--- config.mk ---
export PLATFORM = sky130hd
export DESIGN_NAME = alu_mul_seq
export DESIGN_NICKNAME = d
export VERILOG_FILES = /design/src/rtl/hack_alu_pkg.sv /design/src/rtl/hack_alu.sv /design/src/rtl/alu_mul_seq.sv
export SDC_FILE = /design/constraint.sdc
export NUM_CORES = 1
export LEC_CHECK = 0
export BUFFER_PORTS_ARGS = -buffer_cell sky130_fd_sc_hd__buf_2
export CAP_MARGIN = 40
export CORE_MARGIN = 5
export CORE_UTILIZATION = 50
export DETAILED_ROUTE_END_ITERATION = 7
export GPL_TIMING_DRIVEN = 0
export HOLD_SLACK_MARGIN = 0.02
export PLACE_DENSITY = 0.72
export SYNTH_ARGS = -nofsm -noshare
export SYNTH_HDL_FRONTEND = slang
export SYNTH_SLANG_ARGS = --single-unit
--- constraint.sdc ---
create_clock -name clk -period 3.9 [get_ports clk]
set_input_delay 0.39 -clock clk [delete_from_list [all_inputs] [get_ports clk]]
set_output_delay 0.39 -clock clk [all_outputs]
set_load 0.005 [all_outputs]
--- src/rtl/hack_alu_pkg.sv ---
// Shared definitions for the Hack ALU and the sequential multiplier built on it.
// Control words are packed in {zx, nx, zy, ny, f, no} order.
package hack_alu_pkg;

    localparam logic [5:0] ALU_X_AND_Y  = 6'b000000;
    localparam logic [5:0] ALU_X_PLUS_Y = 6'b000010;
    localparam logic [5:0] ALU_ZERO     = 6'b101010;

    typedef enum logic [2:0] {
        S_IDLE,
        S_CHECK,
        S_ADD,
        S_DBL,
        S_DONE
    } mul_state_e;

endpackage

--- src/rtl/hack_alu.sv ---
// 16-bit Hack ALU: optional zero/negate on each input, add or AND, optional
// output negate, plus zero and negative flags.
module hack_alu (
    input  logic [15:0] x_i,
    input  logic [15:0] y_i,
    input  logic        zx_i,
    input  logic        nx_i,
    input  logic        zy_i,
    input  logic        ny_i,
    input  logic        f_i,
    input  logic        no_i,
    output logic [15:0] out_o,
    output logic        zr_o,
    output logic        ng_o
);

    logic [15:0] x_z;
    logic [15:0] x_n;
    logic [15:0] y_z;
    logic [15:0] y_n;
    logic [15:0] f_out;

    always_comb begin
        x_z   = zx_i ? '0 : x_i;
        x_n   = nx_i ? ~x_z : x_z;
        y_z   = zy_i ? '0 : y_i;
        y_n   = ny_i ? ~y_z : y_z;
        f_out = f_i ? (x_n + y_n) : (x_n & y_n);
        out_o = no_i ? ~f_out : f_out;
    end

    assign zr_o = (out_o == '0);
    assign ng_o = out_o[15];

endmodule

--- src/rtl/alu_mul_seq.sv ---
// Shift-and-add multiplier producing (a*b) mod 2^16; every addition, including
// the multiplicand doubling, is routed through one shared Hack ALU.
module alu_mul_seq
    import hack_alu_pkg::*;
#(
    parameter int WIDTH      = 16,
    parameter bit EARLY_EXIT = 1'b1
) (
    input  logic             clk,
    input  logic             rst_n,
    input  logic             in_valid,
    output logic             in_ready,
    input  logic [WIDTH-1:0] a,
    input  logic [WIDTH-1:0] b,
    output logic             out_valid,
    input  logic             out_ready,
    output logic [WIDTH-1:0] product,
    output logic             zr,
    output logic             ng,
    output logic             busy
);

    localparam logic [5:0] ALU_CTRL = ALU_X_PLUS_Y;

    mul_state_e       state_q, state_d;
    logic [WIDTH-1:0] acc_q, acc_d;
    logic [WIDTH-1:0] mc_q, mc_d;
    logic [WIDTH-1:0] mp_q, mp_d;
    logic [4:0]       cnt_q, cnt_d;

    logic [15:0] alu_x;
    logic [15:0] alu_out;
    logic        alu_zr_unused;
    logic        alu_ng_unused;

    // ADD accumulates the multiplicand; every other state doubles it (mc+mc).
    assign alu_x = (state_q == S_ADD) ? acc_q : mc_q;

    hack_alu u_alu (
        .x_i   (alu_x),
        .y_i   (mc_q),
        .zx_i  (ALU_CTRL[5]),
        .nx_i  (ALU_CTRL[4]),
        .zy_i  (ALU_CTRL[3]),
        .ny_i  (ALU_CTRL[2]),
        .f_i   (ALU_CTRL[1]),
        .no_i  (ALU_CTRL[0]),
        .out_o (alu_out),
        .zr_o  (alu_zr_unused),
        .ng_o  (alu_ng_unused)
    );

    always_ff @(posedge clk or negedge rst_n) begin
        if (!rst_n) begin
            state_q <= S_IDLE;
            acc_q   <= '0;
            mc_q    <= '0;
            mp_q    <= '0;
            cnt_q   <= '0;
        end else begin
            state_q <= state_d;
            acc_q   <= acc_d;
            mc_q    <= mc_d;
            mp_q    <= mp_d;
            cnt_q   <= cnt_d;
        end
    end

    always_comb begin
        state_d = state_q;
        acc_d   = acc_q;
        mc_d    = mc_q;
        mp_d    = mp_q;
        cnt_d   = cnt_q;
        unique case (state_q)
            S_IDLE: begin
                if (in_valid) begin
                    acc_d   = '0;
                    mc_d    = a;
                    mp_d    = b;
                    cnt_d   = '0;
                    state_d = S_CHECK;
                end
            end
            S_CHECK: begin
                if (EARLY_EXIT && (mp_q == '0)) begin
                    state_d = S_DONE;
                end else if (!EARLY_EXIT && (cnt_q == 5'(WIDTH))) begin
                    state_d = S_DONE;
                end else if (mp_q[0]) begin
                    state_d = S_ADD;
                end else begin
                    state_d = S_DBL;
                end
            end
            S_ADD: begin
                acc_d   = alu_out;
                state_d = S_DBL;
            end
            S_DBL: begin
                mc_d    = alu_out;
                mp_d    = mp_q >> 1;
                cnt_d   = cnt_q + 5'd1;
                state_d = S_CHECK;
            end
            S_DONE: begin
                if (out_ready) begin
                    state_d = S_IDLE;
                end
            end
            default: state_d = S_IDLE;
        endcase
    end

    // Result outputs are forced to zero outside DONE so reset values hold.
    assign in_ready  = (state_q == S_IDLE);
    assign out_valid = (state_q == S_DONE);
    assign busy      = (state_q == S_CHECK) || (state_q == S_ADD) || (state_q == S_DBL);
    assign product   = out_valid ? acc_q : '0;
    assign zr        = out_valid && (acc_q == '0);
    assign ng        = out_valid && acc_q[WIDTH-1];

endmodule

* After elaboration in Yosys (flattened, before gate mapping) *
Cells that the tools add are included.

cells by class
  add/subtract/negate cells = 1
  eq/ne operators = 6
  muxes and demuxes = 13
  reductions and logical operators = 12

operators by type and width
  operator                                                                number
  16-bit one-hot mux with 2 select lines                                  3
  16-bit 2-to-1 mux                                                       5
  16-bit logical NOT                                                      2
  16-bit adder                                                            1
  3-bit one-hot mux with 5 select lines                                   1
  3-bit 2-to-1 mux                                                        3
  3-bit by 2-bit equality test with 1-bit output (second input constant)  2
  2-bit AND reduction                                                     3
  2-bit nonzero test                                                      2
  3-bit by 1-bit equality test with 1-bit output (second input constant)  1
  3-bit equality test (second input constant)                             1
  3-bit logical NOT                                                       1
  1-bit logical AND                                                       2
  1-bit logical OR                                                        2
  2-bit by 1-bit != test with 1-bit output (second input constant)        1
  2-bit != test (second input constant)                                   1
  1-bit 2-to-1 mux                                                        1

storage, ports and cells
  register bits = 51
  output and inout port bits = 21
  logic and storage cells = 36

* Depth between registers and ports, before layout *
Gate-level depths: netlist of run 1.

  depth in word-level cells = 4
  depth in mapped cells = 17

* Hierarchy *
A second synthesis of run 1 with hierarchy kept.

second synthesis, totals
  cells, all modules = 493
  area total of the unflattened synthesis = 4,518.1 um^2

by module, submodules not included
  module       times used  cells each  area each (um^2)  sequential area each (um^2)
  alu_mul_seq  1           247         2,652.5           1,276.2
  hack_alu     1           246         1,865.5           0.0

* Worst setup path after synthesis of run 1 *
Ideal clock, no wire load.

  path kind = register to register
  start = reg state_q[1]
  end = reg acc_q[10]
  data arrival time = 2,999 ps
  required time = 3,765 ps
  slack = 766 ps
  stages on the path, launching flop included = 17
  path buffers = 2
  period minus slack after synthesis = 3,134 ps
  path through = dfrtp_1 -> clkbuf_1 -> nand2_1 -> nor2_1 -> clkbuf_1 -> nand2_1 -> nand2_1 -> ha_1 -> inv_1 -> fa_1 -> nor2b_1 -> o21ai_1 -> a21oi_1 -> nor2_1 -> o31ai_1 -> xnor2_1 -> o21ai_0

between the ends
  cells in the longest elaborated chain, start to end = 4
  elaborated cells between the ends (all ways) = 8
  those cells by class = 1 x add/sub; 2 x eq/ne; 2 x mux; 3 x reduce/logical

RTL lines
  what                                            line                                  RTL
  start: declaration                              alu_mul_seq.sv:25                     mul_state_e state_q, state_d;
  start signal: assignment                        alu_mul_seq.sv:61                     state_q <= state_d;
  3-bit by 2-bit equality test with 1-bit output  alu_mul_seq.sv:37, alu_mul_seq.sv:75
  16-bit 2-to-1 mux                               alu_mul_seq.sv:37                     assign alu_x = (state_q == S_ADD) ? acc_q : mc_q;
  16-bit adder                                    hack_alu.sv:28                        f_out = f_i ? (x_n + y_n) : (x_n & y_n);
  16-bit one-hot mux with 2 select lines          alu_mul_seq.sv:75                     unique case (state_q)
  end signal: assignment                          alu_mul_seq.sv:56                     acc_q <= '0;
  end signal: assignment                          alu_mul_seq.sv:62                     acc_q <= acc_d;
  end: declaration                                alu_mul_seq.sv:26                     logic [WIDTH-1:0] acc_q, acc_d;

Parallel ways exist; a longest one is shown, timed or not.
A chain may end at the register's enable or synchronous reset.

* Worst setup path after layout of run 1 *
  start = reg state_q[0]
  end = reg acc_q[10]

Same word-level chain as after synthesis.

==> results by stage, run 1 <==
Outcome:
- The flow ran to the end, and the final reports show no timing, DRC or antenna violations.

Synthesis:
- The fraction of synthesis flops using an asynchronous set or reset pin is 100.0%.
- The main flop type after synthesis is dfrtp_1.
- The fraction of synthesized cell area taken by the top area cell type is 38.10%.
- After synthesis, the largest family of logic cells by area is simple AND/OR/NAND/NOR gates.
- The flop and latch count out of synthesis is 51.
- Summing the areas of all compound-gate instances in the mapped netlist gives 17.11% of the synthesized area.
- The simple-gate portion of the synthesized area is 28.50%.
- Of the total synthesized cell area, the portion taken by XOR and XNOR cells is 3.399%.
- The total nets after synthesis is 485.
- Each instance of the synthesized netlist takes up on average 7.789 um^2.
- For this run, the number of Yosys warnings is 0.
- The dominant cell type by area after synthesis is dfrtp_1.
- In the synthesized netlist, the number of instances is 430.
- The sequential area share after synthesis is 38.10%.
- The post-synthesis share of cell area spent on full adders, half adders and majority gates is 7.322%.
- The post-synth design cell area is 0.003349 mm^2.
- By area the synthesized netlist is led by dfrtp_1 38%, nand2_1 13%, ha_1 6.7%, and3_1 4.7%, a21oi_1 4.5%.
- The portion of synthesized area spent on multiplexers is 1.307%.
- The post-synthesis cell type count is 44.
- The count of flip-flops with a built-in enable after synthesis is 0.

Setup path:
- For the worst setup path, the data arrival time is 3.75 ns.
- Together, buffers and inverters on the worst path number 4.
- By startpoint and endpoint, the worst setup path is classified as reg2reg.
- The kind of start point of the critical path is a register.
- The setup check on the worst reg-to-reg path leaves a slack of 0.33 ns.
- STA classifies the critical path endpoint as a register.
- The slowest cell on the critical path is dfrtp_1.
- Along the worst path, the maximum fanout reaches 10.
- The kind of cell with the highest combined delay along the critical path is compound AO/OA/AOI/OAI gates.
- In this design, the stage delay of the slowest critical-path cell is 0.44 ns.
- Walking the worst path, the cells encountered are inv_1 -> nand2_1 -> or2_1 -> clkbuf_1 -> clkbuf_2 -> nand2_1 -> nand2_1 -> ha_1 -> inv_1 -> fa_1 -> nor2b_1 -> o21ai_1 -> a21oi_1 -> nor2_1 -> o31ai_1 -> xnor2_1 -> o21ai_0.
- The required arrival time at the worst endpoint is 4.08 ns.
- By instance count, the cell type seen most on the critical path is nand2_1.

Clocking:
- Clock-pin slew was measured on the worst setup and hold paths at 0.10 ns.
- The number of buffers added by the clock tree synthesis step is 5.
- The clock passes through at most 2 buffers.
- TritonCTS built the clock tree.
- The maximum level of the CTS H-tree is 2.
- The number of clock sinks is 51.
- The tree is rooted in a clkbuf_8.
- The later pin in the worst-skew pair is clocked with a latency of 0.32 ns.

Placed design:
- Once detailed placement completed, the half-perimeter wirelength came to 7125 um.
- Including well taps, the total number of placed cells is 564.
- The total of buffers placed on input and output ports is 56.
- The routability congestion estimate is 0.9061.

Timing:
- The count of endpoints failing hold in the final timing report came to 0.
- The aggregate negative setup slack is 0 ns.
- For the pin with the worst max-slew slack, the measured transition is 0.6835 ns.
- The count of final max-slew check failures is 0.
- The maximum clock frequency is 280.2 MHz.
- Setup repair after global routing left no endpoint under its margin.
- The number of failing setup endpoints in the final timing report is 0.
- The clock period could shrink to 3.570 ns.
- Across all hold checks on the routed design, the worst slack comes to 0.02498 ns.
- The share of the clock period used by the worst path is 91.53%.
- Measured against its own limit, the worst slew margin works out to 54.43%.
- The largest clock skew in the final design is 0.01192 ns.

Final layout:
- After filler insertion, the fill cell instance count of the layout stands at 616.
- Across the whole layout, storage elements account for 0.001276 mm^2.
- In the final layout, the share of cells above drive strength 1 is 16.90%.
- The repair_antennas step left the layout with diodes totalling 0.
- Cells fill 60.24% of the core in the end.
- The area taken by multi-input logic gates is 0.001938 mm^2.
- The net count of the finished layout is 551.
- The finished layout holds 574 standard cells, fillers aside.
- Compared with the post-synthesis result, the final layout area differs by 15.50%.
- The top cell types in the final layout, fill and taps aside, are 116 x nand2_1, 62 x buf_2, 51 x dfrtp_1.
- The most common cell after layout, fill and taps aside is nand2_1.

Floorplanning:
- The effective utilization at floorplan is 52.15%.
- The floorplan has 29 rows.
- In this run the vertical extent of the chip is 91.85 um.
- In this run the standard cell core region covers 0.006422 mm^2.
- The width of the chip is 91.85 um.
- The number of I/O pins is 57.
- The overall die area is 0.008436 mm^2.

Power and ir drop:
- Summed over all cells, the static leakage comes to 1.980 nW.
- The peak supply drop is 0.4787 mV.
- The total design power is 4.039 mW.
- The total power per unit cell area is 1044 mW/mm^2.

Routing:
- After detailed routing, the average wire length per cell comes to 16.23 um.
- The DRC marker count from the first detailed-route iteration is 281.
- The number of remaining DRC errors is 0.
- The routed layout has 3,340 vias.
- The via density per instance is 5.819.
- The first detailed-routing pass ran for 5 iterations.
- After detailed routing, the total wire length is 9317 um.
- The remaining antenna violation count is 0.

Global route:
- The number of global-route vias before repair came to 3,116.
- Entering global routing, the biggest net connects 33 pins.
- Global routing finished with a remaining overflow of 0.
- The initial antenna violation count is 0.
- The first global-routing pass estimated 15,280 um of wire.
- In the global route stage, overall resource usage came out at 22.40%.

Hold path:
- The path class of the lowest-slack min-delay path is in2async.

Run:
- The max-cap violation count is 0.
[through the flow]
stage / setup slack [ns] / cell area (um^2)
global placement: -0.1439 / 3726
CTS: 0.02806 / 3846
finish: 0.3305 / 3869
global route: 0.05823 / 3869
floorplan: 0.7656 / 3349
detailed placement: -0.1386 / 3746
[cell families (layout without fill, tap and decap cells)]
| logic type | count (synthesis) | in the layout |
|---|---|---|
| AO/OA/AOI/OAI | 96 | 96 |
| XOR/XNOR | 13 | 13 |
| adder cells (fa/ha/maj) | 19 | 19 |
| buffers and inverters | 35 | 102 |
| flip-flops | 51 | 51 |
| multiplexers | 4 | 4 |
| AND/OR/NAND/NOR | 212 | 212 |
[registers in the layout, indices dropped and copies added, names as in the netlist]
signal	count
acc_q	16
mc_q	16
mp_q	16
state_q	3
[cell usage after synthesis, drive strengths merged, types with 2 or more instances]
cell type  number
a211oi          3
ha             18
dfrtp          51
nand4           3
nor4            8
nand2         116
a21oi          30
mux2            3
xnor2           8
nor2           29
a31oi          17
inv             8
o21ai          26
clkbuf         19
buf             8
nand3b          3
xor2            5
and2            2
a21o            8
o211ai          4
o21bai          2
o31ai           2
nor3            3
nand3          15
and3           26
[layer usage]
metal / GRT usage (%) / wire (um) / up-vias
li1: - / - / 1625
met1: 31.89 / 4301 / 1577
met2: 34.31 / 4223 / 126
met3: 4.337 / 686 / 12
met4: 7.426 / 105 / 0
met5: 0 / 0 / -
[worst paths after layout]
check	from	to	cells after the start
worst max register to register	state_q[0]	acc_q[10]	17
worst min-delay path	rst_n	acc_q[13]	1
min in group clk	b[15]	mp_q[15]	3
worst min register to register	acc_q[15]	acc_q[15]	1
worst max-delay path	state_q[0]	acc_q[10]	17
max in group asynchronous	rst_n	acc_q[14]	2
[layout make-up]
type | instances | area share [%]
multi-input combinational | 344 | 50.10
sequential | 51 | 32.99
timing repair buffer | 59 | 8.150
buffer | 27 | 2.975
tap | 77 | 2.490
clock buffer | 5 | 1.779
inverter | 8 | 0.7762
clock inverter | 3 | 0.7439
[power breakdown]
| group | switching [mW] | internal (mW) | total, mW |
|---|---|---|---|
| clock network | 0.200 | 0.133 | 0.334 |
| registers | 0.234 | 0.798 | 1.03 |
| logic | 1.62 | 1.06 | 2.67 |
| total | 2.05 | 1.99 | 4.04 |
[worst reg2reg max path: stages (launching register included)]
cell and delay, ns:
dfrtp_1 0.44, inv_1 0.12, nand2_1 0.17, or2_1 0.12
clkbuf_1 0.17, clkbuf_2 0.31, nand2_1 0.09, nand2_1 0.07
ha_1 0.20, inv_1 0.07, fa_1 0.40, nor2b_1 0.13
o21ai_1 0.09, a21oi_1 0.28, nor2_1 0.14, o31ai_1 0.32
xnor2_1 0.22, o21ai_0 0.11
[timing repair]
| item | CTS | global route |
|---|---|---|
| pin swaps | 0 | 1 |
| endpoints found under the setup margin | 6 | 11 |
| gates resized for setup | 1 | 5 |
| hold buffers | 0 | 0 |
| buffers inserted | 0 | 2 |
Power figures use the tool's default switching activity.
==> inputs of run 2 (changes only) <==
BUFFER_PORTS_ARGS = -buffer_cell sky130_fd_sc_hd__clkbuf_2   (was -buffer_cell sky130_fd_sc_hd__buf_2)
CAP_MARGIN = default   (was 40)
==> results by stage, run 2 (same netlist as run 1, synthesis figures left out) <==
Clocking:
- The clock tree from TritonCTS is yes.
- After clock tree synthesis, the clock-pin slew on the worst setup and hold paths is 0.11 ns.
- The clock insertion delay at the later pin of the skew report is 0.32 ns.
- The tree is rooted in a clkbuf_8.
- The tree built by TritonCTS fans out to 51 sinks.
- CTS built an H-tree with a depth of 2.
- No sink is reached through more buffers than the 2 on the longest clock path.
- In this run, CTS created clock tree buffers numbering 5.

Final layout:
- The share of layout cells above drive strength 1 is 16.87%.
- The largest registers in the layout are acc_q: 16 flops, mc_q: 16 flops, mp_q: 16 flops.
- In the layout the commonest cells are 116 x nand2_1, 57 x clkbuf_2, 51 x dfrtp_1.
- Measured on the finished design, the core utilization comes to 60.37%.
- The library cell used most frequently in the layout, excluding fill and tap cells, is nand2_1.
- From synthesis to final layout, the design area changed by 15.76%.
- The number of cells in the finished layout apart from fillers is 575.
- 0 antenna diodes ended up in the layout.
- The net count of the finished layout is 552.

Run:
- The max-cap violation count is 0.

Placed design:
- The worst setup slack before clock tree synthesis is -0.1419 ns.
- In this run the tool buffered the top-level ports with 56 buffer cells.
- At the end of routability-driven placement, the weighted congestion stood at 0.9055.
- Once placement completed, the tool counted placed cells totaling 563.
- The placed wire-length estimate after detailed placement is 7080 um.

Setup path:
- In this design, the stage delay of the slowest critical-path cell is 0.44 ns.
- The worst setup path is of the reg2reg kind.
- In this run the register-to-register setup slack is 0.31 ns.
- The cell depth of the worst setup path is 17.
- The end of the worst register-to-register path is mc_q[10].
- The worst register-to-register path has a depth of 17.
- The slowest cell on the critical path is dfrtp_1.
- In this run the critical register-to-register path is launched from state_q[0].
- By instance count, the cell type seen most on the critical path is nand2_1.
- STA classifies the critical path startpoint as a register.
- The required arrival time at the worst endpoint is 4.08 ns.
- The buffering stage count on the worst path with inverters included is 4.
- Broken down by cell family, the worst path's largest delay share belongs to compound AO/OA/AOI/OAI gates.
- Along the worst path, the maximum fanout reaches 10.
- Data on the critical path arrives at its endpoint at 3.77 ns.
- STA classifies the critical path endpoint as a register.
- Traced cell by cell, the critical path runs through inv_1 -> nand2_1 -> or2_1 -> clkbuf_1 -> clkbuf_2 -> nand2_1 -> nand2_1 -> ha_1 -> inv_1 -> fa_1 -> nor2b_1 -> o21ai_1 -> a21oi_1 -> nor2_1 -> o31ai_1 -> xnor2_1 -> a21oi_1.

Floorplanning:
- The number of I/O pins is 57.
- The standard cell core area is 0.006422 mm^2.
- In this run the horizontal extent of the chip is 91.85 um.
- From bottom edge to top edge, the die measures 91.85 um.
- The die covers 0.008436 mm^2.
- The effective utilization at floorplan is 52.15%.
- Row generation in the floorplan step produced 29 rows.

Timing:
- The count of final max-slew check failures is 0.
- The clock arrives with 0.006503 ns of skew.
- The worst path meets setup with 0.3118 ns of slack.
- The share of the clock period used by the worst path is 92.01%.
- The slew at the pin closest to its max-slew limit is 0.7048 ns.
- The remaining max-slew budget at the tightest pin is 53.02%.
- Setup repair after global routing left no endpoint under its margin.
- Setup violations remaining at the end of the flow were counted as 0.
- The count of endpoints failing hold in the final timing report is 0.
- For this run, the top clock speed supported by timing is 278.7 MHz.
- Subtracting the final worst setup slack from the clock period gives 3.588 ns.

Routing:
- After detailed routing, the number of vias per cell comes to 5.856.
- The remaining antenna violation count is 0.
- For this block, the routed nets add up to 9522 um of wire.
- The total number of vias is 3,367.
- The average wire length per cell after detail routing is 16.56 um.
- The iteration count of the initial detailed-routing pass is 5.
- The DRC marker count from the first detailed-route iteration is 267.
- After detailed routing, the number of remaining DRC violations is 0.

Hold path:
- The path class of the lowest-slack min-delay path is in2reg.
- Counting instances, the worst hold path has a depth of 3.
- The worst-case hold path end point is mp_q[8].
- The startpoint identified for the worst hold timing path is b[8].

Power and ir drop:
- In this run the static leakage power is 1.970 nW.
- The peak supply drop is 0.4486 mV.
- The total power per unit cell area is 1045 mW/mm^2.

Global route:
- The initial antenna violation count is 0.
- The number of global-route vias before repair is 3,107.
- The pin count of the biggest net entering global routing is 52.
- The residual overflow from global routing is 0.
- For this run, the total global-route usage over all layers was measured as 22.70%.
- The first global-routing pass estimated 15,400 um of wire.

Outcome:
- The flow ran to the end, and the final reports show no timing, DRC or antenna violations.
-- run 2: cell count changes in the layout (fill, tap and decap cells not counted), sizes merged --
cell / previous run / this run
buf: 67 / 12
dlygate4sd3: 0 / 1
clkinvlp: 0 / 1
clkinv: 2 / 1
clkbuf: 24 / 79
-- run 2: layout make-up --
type                       instances  area, um^2
buffer                            27       115.1
clock buffer                       5       68.82
clock inverter                     3       27.53
fill                             616        2545
inverter                           8       30.03
multi-input combinational        344        1938
sequential                        51        1276
tap                               77       96.34
timing repair buffer              60       325.3
-- run 2: report_power, final --
part,internal [mW],switching (mW),total [mW]
Sequential,0.798,0.236,1.03
Clock,0.132,0.206,0.338
Combinational,1.06,1.63,2.68
Total,1.99,2.07,4.05
-- run 2: per-stage QoR --
stage | cell area (um^2) | hold slack (ns) | total power [mW] | setup TNS [ns]
after floorplan | 3349 | 0.09441 | 2.979 | 0
after global placement | 3726 | 0.4938 | 3.582 | -0.3160
after detailed placement | 3726 | 0.5442 | 3.649 | -0.3584
after CTS | 3825 | 0.2850 | 4.002 | 0
after global routing | 3877 | 0.2877 | 4.422 | 0
final | 3877 | 0.2949 | 4.054 | 0
-- run 2: repair_timing --
| item | in CTS | in global routing |
|---|---|---|
| resized for setup | 1 | 5 |
| setup buffers | 0 | 2 |
| pin swaps | 0 | 1 |
| endpoints found under the hold margin | 0 | 11 |
| setup endpoints to repair | 6 | 14 |
| cloned | 0 | 0 |
| hold buffers | 0 | 1 |
-- run 2: worst max path at each step --
stage	start	end	slack, ns
after floorplan	state_q[1]	acc_q[10]	0.77
after global placement	state_q[1]	mc_q[10]	-0.14
after detailed placement	state_q[1]	mc_q[10]	-0.14
after CTS	state_q[1]	mc_q[10]	0.04
after global routing	state_q[0]	mc_q[10]	0.0007
final	state_q[0]	mc_q[10]	0.31
-- run 2: routing by layer --
metal  vias up  GRT usage (%)  part of all wire, %
li1       1625              -                    -
met1      1588          32.01                   46
met2       135          34.85                   45
met3        19          5.074                  7.5
met4         0          7.054                  1.9
met5         -              0                    0
-- run 2: worst register-to-register path: stages, from the launching register on --
cell and delay [ns]:
dfrtp_1 0.44, inv_1 0.13, nand2_1 0.17, or2_1 0.12, clkbuf_1 0.17, clkbuf_2 0.31, nand2_1 0.10, nand2_1 0.07
ha_1 0.20, inv_1 0.07, fa_1 0.40, nor2b_1 0.13, o21ai_1 0.09, a21oi_1 0.27, nor2_1 0.14, o31ai_1 0.31
xnor2_1 0.23, a21oi_1 0.11
==> inputs of run 3 (changes only) <==
CORE_ASPECT_RATIO = 0.75   (was default)
==> results by stage, run 3 (same netlist as run 1, synthesis figures left out) <==
Hold path:
- In this run the most critical hold path is launched from b[15].
- The worst hold path belongs to the class in2reg.
- The worst-case hold path end point is mp_q[15].
- Along the worst hold path, the cell count comes to 3.

Power and ir drop:
- VDD sags by at most 0.4307 mV.
- The portion of total power attributed to sequential cells is 25.6%.
- Dividing total power by cell area gives a power density of 1046 mW/mm^2.
- The leakage power summed over all cells is 1.966 nW.
- The clock network burns 7.4% of the power.
- The proportion of total power due to net switching is 50.99%.
- For this design the total switching power over the nets is 2.065 mW.
- The combinational share of power is 67.0%.
- The internal power contribution is 1.984 mW.

Clocking:
- TritonCTS built the clock tree.
- Counting along the longest clock path gives a buffer depth of 2.
- The tree is rooted in a clkbuf_8.
- The number of buffers added by the clock tree synthesis step is 5.
- The clock transition at the registers of the reported paths is 0.09 ns.
- The tree built by TritonCTS fans out to 51 sinks.
- The clock insertion delay at the later pin of the skew report is 0.31 ns.
- The H-tree was split into 2 levels.

Final layout:
- The share of layout cells above drive strength 1 is 16.47%.
- The area growth from synthesis to final layout is 15.54%.
- Leaving out fill and tap cells, the most frequent cell in the layout is nand2_1.
- Summing all flip-flop and latch instances after layout gives 0.001276 mm^2.
- The design area is 0.003870 mm^2.
- The filler cells instantiated in the layout total 611.
- 0 antenna diodes ended up in the layout.
- The net count of the finished layout is 552.
- In the final layout, the registers with the most flip-flops are acc_q: 16 flops, mc_q: 16 flops, mp_q: 16 flops.
- The multi-input combinational cells in the finished layout cover a total of 0.001938 mm^2.
- The library cells used most frequently in the layout, excluding fill and tap cells, are 116 x nand2_1, 56 x clkbuf_2, 51 x dfrtp_1.

Timing:
- The remaining max-slew budget at the tightest pin is 55.52%.
- Timing would allow up to 278.5 MHz.
- The minimum hold slack is 0.2946 ns.
- At the pin with the least slew margin, the transition time is 0.6673 ns.
- Setup repair after global routing left no endpoint under its margin.
- The clock period could shrink to 3.591 ns.
- The aggregate negative setup slack is 0 ns.
- The number of failing setup endpoints in the final timing report is 0.
- The count of endpoints failing hold in the final timing report is 0.
- The smallest setup slack after layout is 0.3089 ns.
- The share of the clock period used by the worst path is 92.08%.
- Across the routed clock network, the largest skew measured is 0.01047 ns.
- The count of final max-slew check failures came to 0.

Setup path:
- The worst setup path is launched from a register.
- Broken down by cell family, the worst path's largest delay share belongs to compound AO/OA/AOI/OAI gates.
- On the worst path, the slowest cell contributes a delay of 0.44 ns.
- The worst setup path is captured at a register.
- The launching point of the worst reg2reg path is state_q[0].
- For the worst flop-to-flop path, the logic depth is 17.
- Data on the critical path is required at its endpoint by 4.07 ns.
- The highest net fanout along the worst path is 10.
- The setup check on the worst reg-to-reg path leaves a slack of 0.31 ns.
- The worst register-to-register path ends at mc_q[10].
- Among the stages of the critical path, the cell type that occurs most often is nand2_1.
- At the worst endpoint, the arrival time is 3.76 ns.
- The slowest cell on the critical path is dfrtp_1.
- The critical path class is reg2reg.
- Counting both buffers and inverters, the worst setup path holds a total of 4.
- The critical path goes through inv_1 -> nand2_1 -> or2_1 -> clkbuf_1 -> clkbuf_4 -> nand2_1 -> nand2_1 -> ha_1 -> inv_1 -> fa_1 -> nor2b_1 -> o21ai_1 -> a21oi_1 -> nor2_1 -> o31ai_1 -> xnor2_1 -> a21oi_1.

Run:
- The max-cap violation count is 0.

Global route:
- The residual overflow from global routing is 0.
- The first global-routing pass estimated 15,620 um of wire.
- The pin count of the biggest net entering global routing is 52.
- The initial antenna violation count was 0.
- The overall global routing resource usage is 23.08%.
- The number of global-route vias before repair came to 3,041.

Routing:
- The routed layout has 3,314 vias.
- The average wire length per cell after detail routing is 16.59 um.
- The wire length after detailed routing is 9606 um.
- The DRC marker count from the first detailed-route iteration is 300.
- In this run the remaining antenna-violating nets after routing total 0.
- The first TritonRoute pass finished after 5 iterations.
- The via density per instance is 5.724.
- The number of remaining DRC errors is 0.

Floorplanning:
- The effective utilization at floorplan is 52.23%.
- The number of placement rows is 25.
- The width of the chip is 104.5 um.
- The overall die area is 0.008453 mm^2.
- The standard cell core area is 0.006412 mm^2.
- In this run the vertical extent of the chip is 80.88 um.
- The number of I/O pins is 57.

Placed design:
- In this run the tool buffered the top-level ports with 56 buffer cells.
- The worst setup slack before clock tree synthesis is -0.1423 ns.
- The routability congestion estimate is 0.9352.
- The placed wire-length estimate after detailed placement is 7363 um.
- After detailed placement, the total cell area comes to 0.003731 mm^2.

Outcome:
- The flow ran to the end, and the final reports show no timing, DRC or antenna violations.
-- run 3: cell types whose count changed in the layout (fill, tap and decap cells not counted) --
cell	previous run	this run
clkbuf_1	17	19
clkinv_2	0	1
clkinv_4	1	0
inv_8	1	0
clkinvlp_4	1	0
clkbuf_2	57	56
clkbuf_4	0	1
-- run 3: routing by layer --
metal | track usage (%) | vias up | routed length, um
li1 | - | 1629 | -
met1 | 34.89 | 1534 | 4683
met2 | 32.68 | 138 | 3899
met3 | 5.639 | 13 | 919
met4 | 6.080 | 0 | 104
met5 | 0 | - | 0
-- run 3: worst max path at each step --
| stage | start | endpoint | slack [ns] | cells after the start |
|---|---|---|---|---|
| floorplan | state_q[1] | acc_q[10] | 0.77 | 16 |
| finish | state_q[0] | mc_q[10] | 0.31 | 17 |
| detailed placement | state_q[1] | mc_q[10] | -0.14 | 16 |
| CTS | state_q[1] | mc_q[10] | 0.04 | 16 |
| global placement | state_q[1] | mc_q[10] | -0.1 | 16 |
| global route | state_q[0] | acc_q[10] | 0.02 | 17 |
-- run 3: power groups by stage --
stage	clock, mW	sequential, mW	combinational (mW)
floorplan	0	0.962	2.02
global placement	0	1.03	2.57
detailed placement	0	1.04	2.63
CTS	0.309	1.03	2.64
global route	0.325	1.07	3.04
finish	0.301	1.03	2.71
-- run 3: stage by stage --
stage,total power [mW],util [%],cells
after floorplan,2.979,-,430
after global placement,3.597,58.19,567
after CTS,3.980,59.49,575
after detailed placement,3.666,58.19,567
after global routing,4.433,60.35,579
final,4.049,60.35,579
-- run 3: what timing repair did --
item                                   4_1_cts  5_1_grt
resized for setup                            1        7
pin swaps                                    0        1
setup endpoints to repair                    5       11
endpoints found under the hold margin        0       11
hold buffers                                 0        1
setup buffers                                0        2
-- run 3: area by class of cell --
class	count	area share (%)
buffer	27	3.039
timing repair buffer	60	8.406
clock buffer	7	1.972
inverter	8	0.7759
tap	81	2.619
multi-input combinational	344	50.08
clock inverter	1	0.1293
sequential	51	32.98
-- run 3: worst register-to-register path: stages, from the launching register on --
cell and delay (ns):
dfrtp_1 0.44, inv_1 0.12, nand2_1 0.16, or2_1 0.12, clkbuf_1 0.18, clkbuf_4 0.27, nand2_1 0.08, nand2_1 0.06
ha_1 0.25, inv_1 0.08, fa_1 0.41, nor2b_1 0.14, o21ai_1 0.09, a21oi_1 0.28, nor2_1 0.15, o31ai_1 0.30
xnor2_1 0.21, a21oi_1 0.11
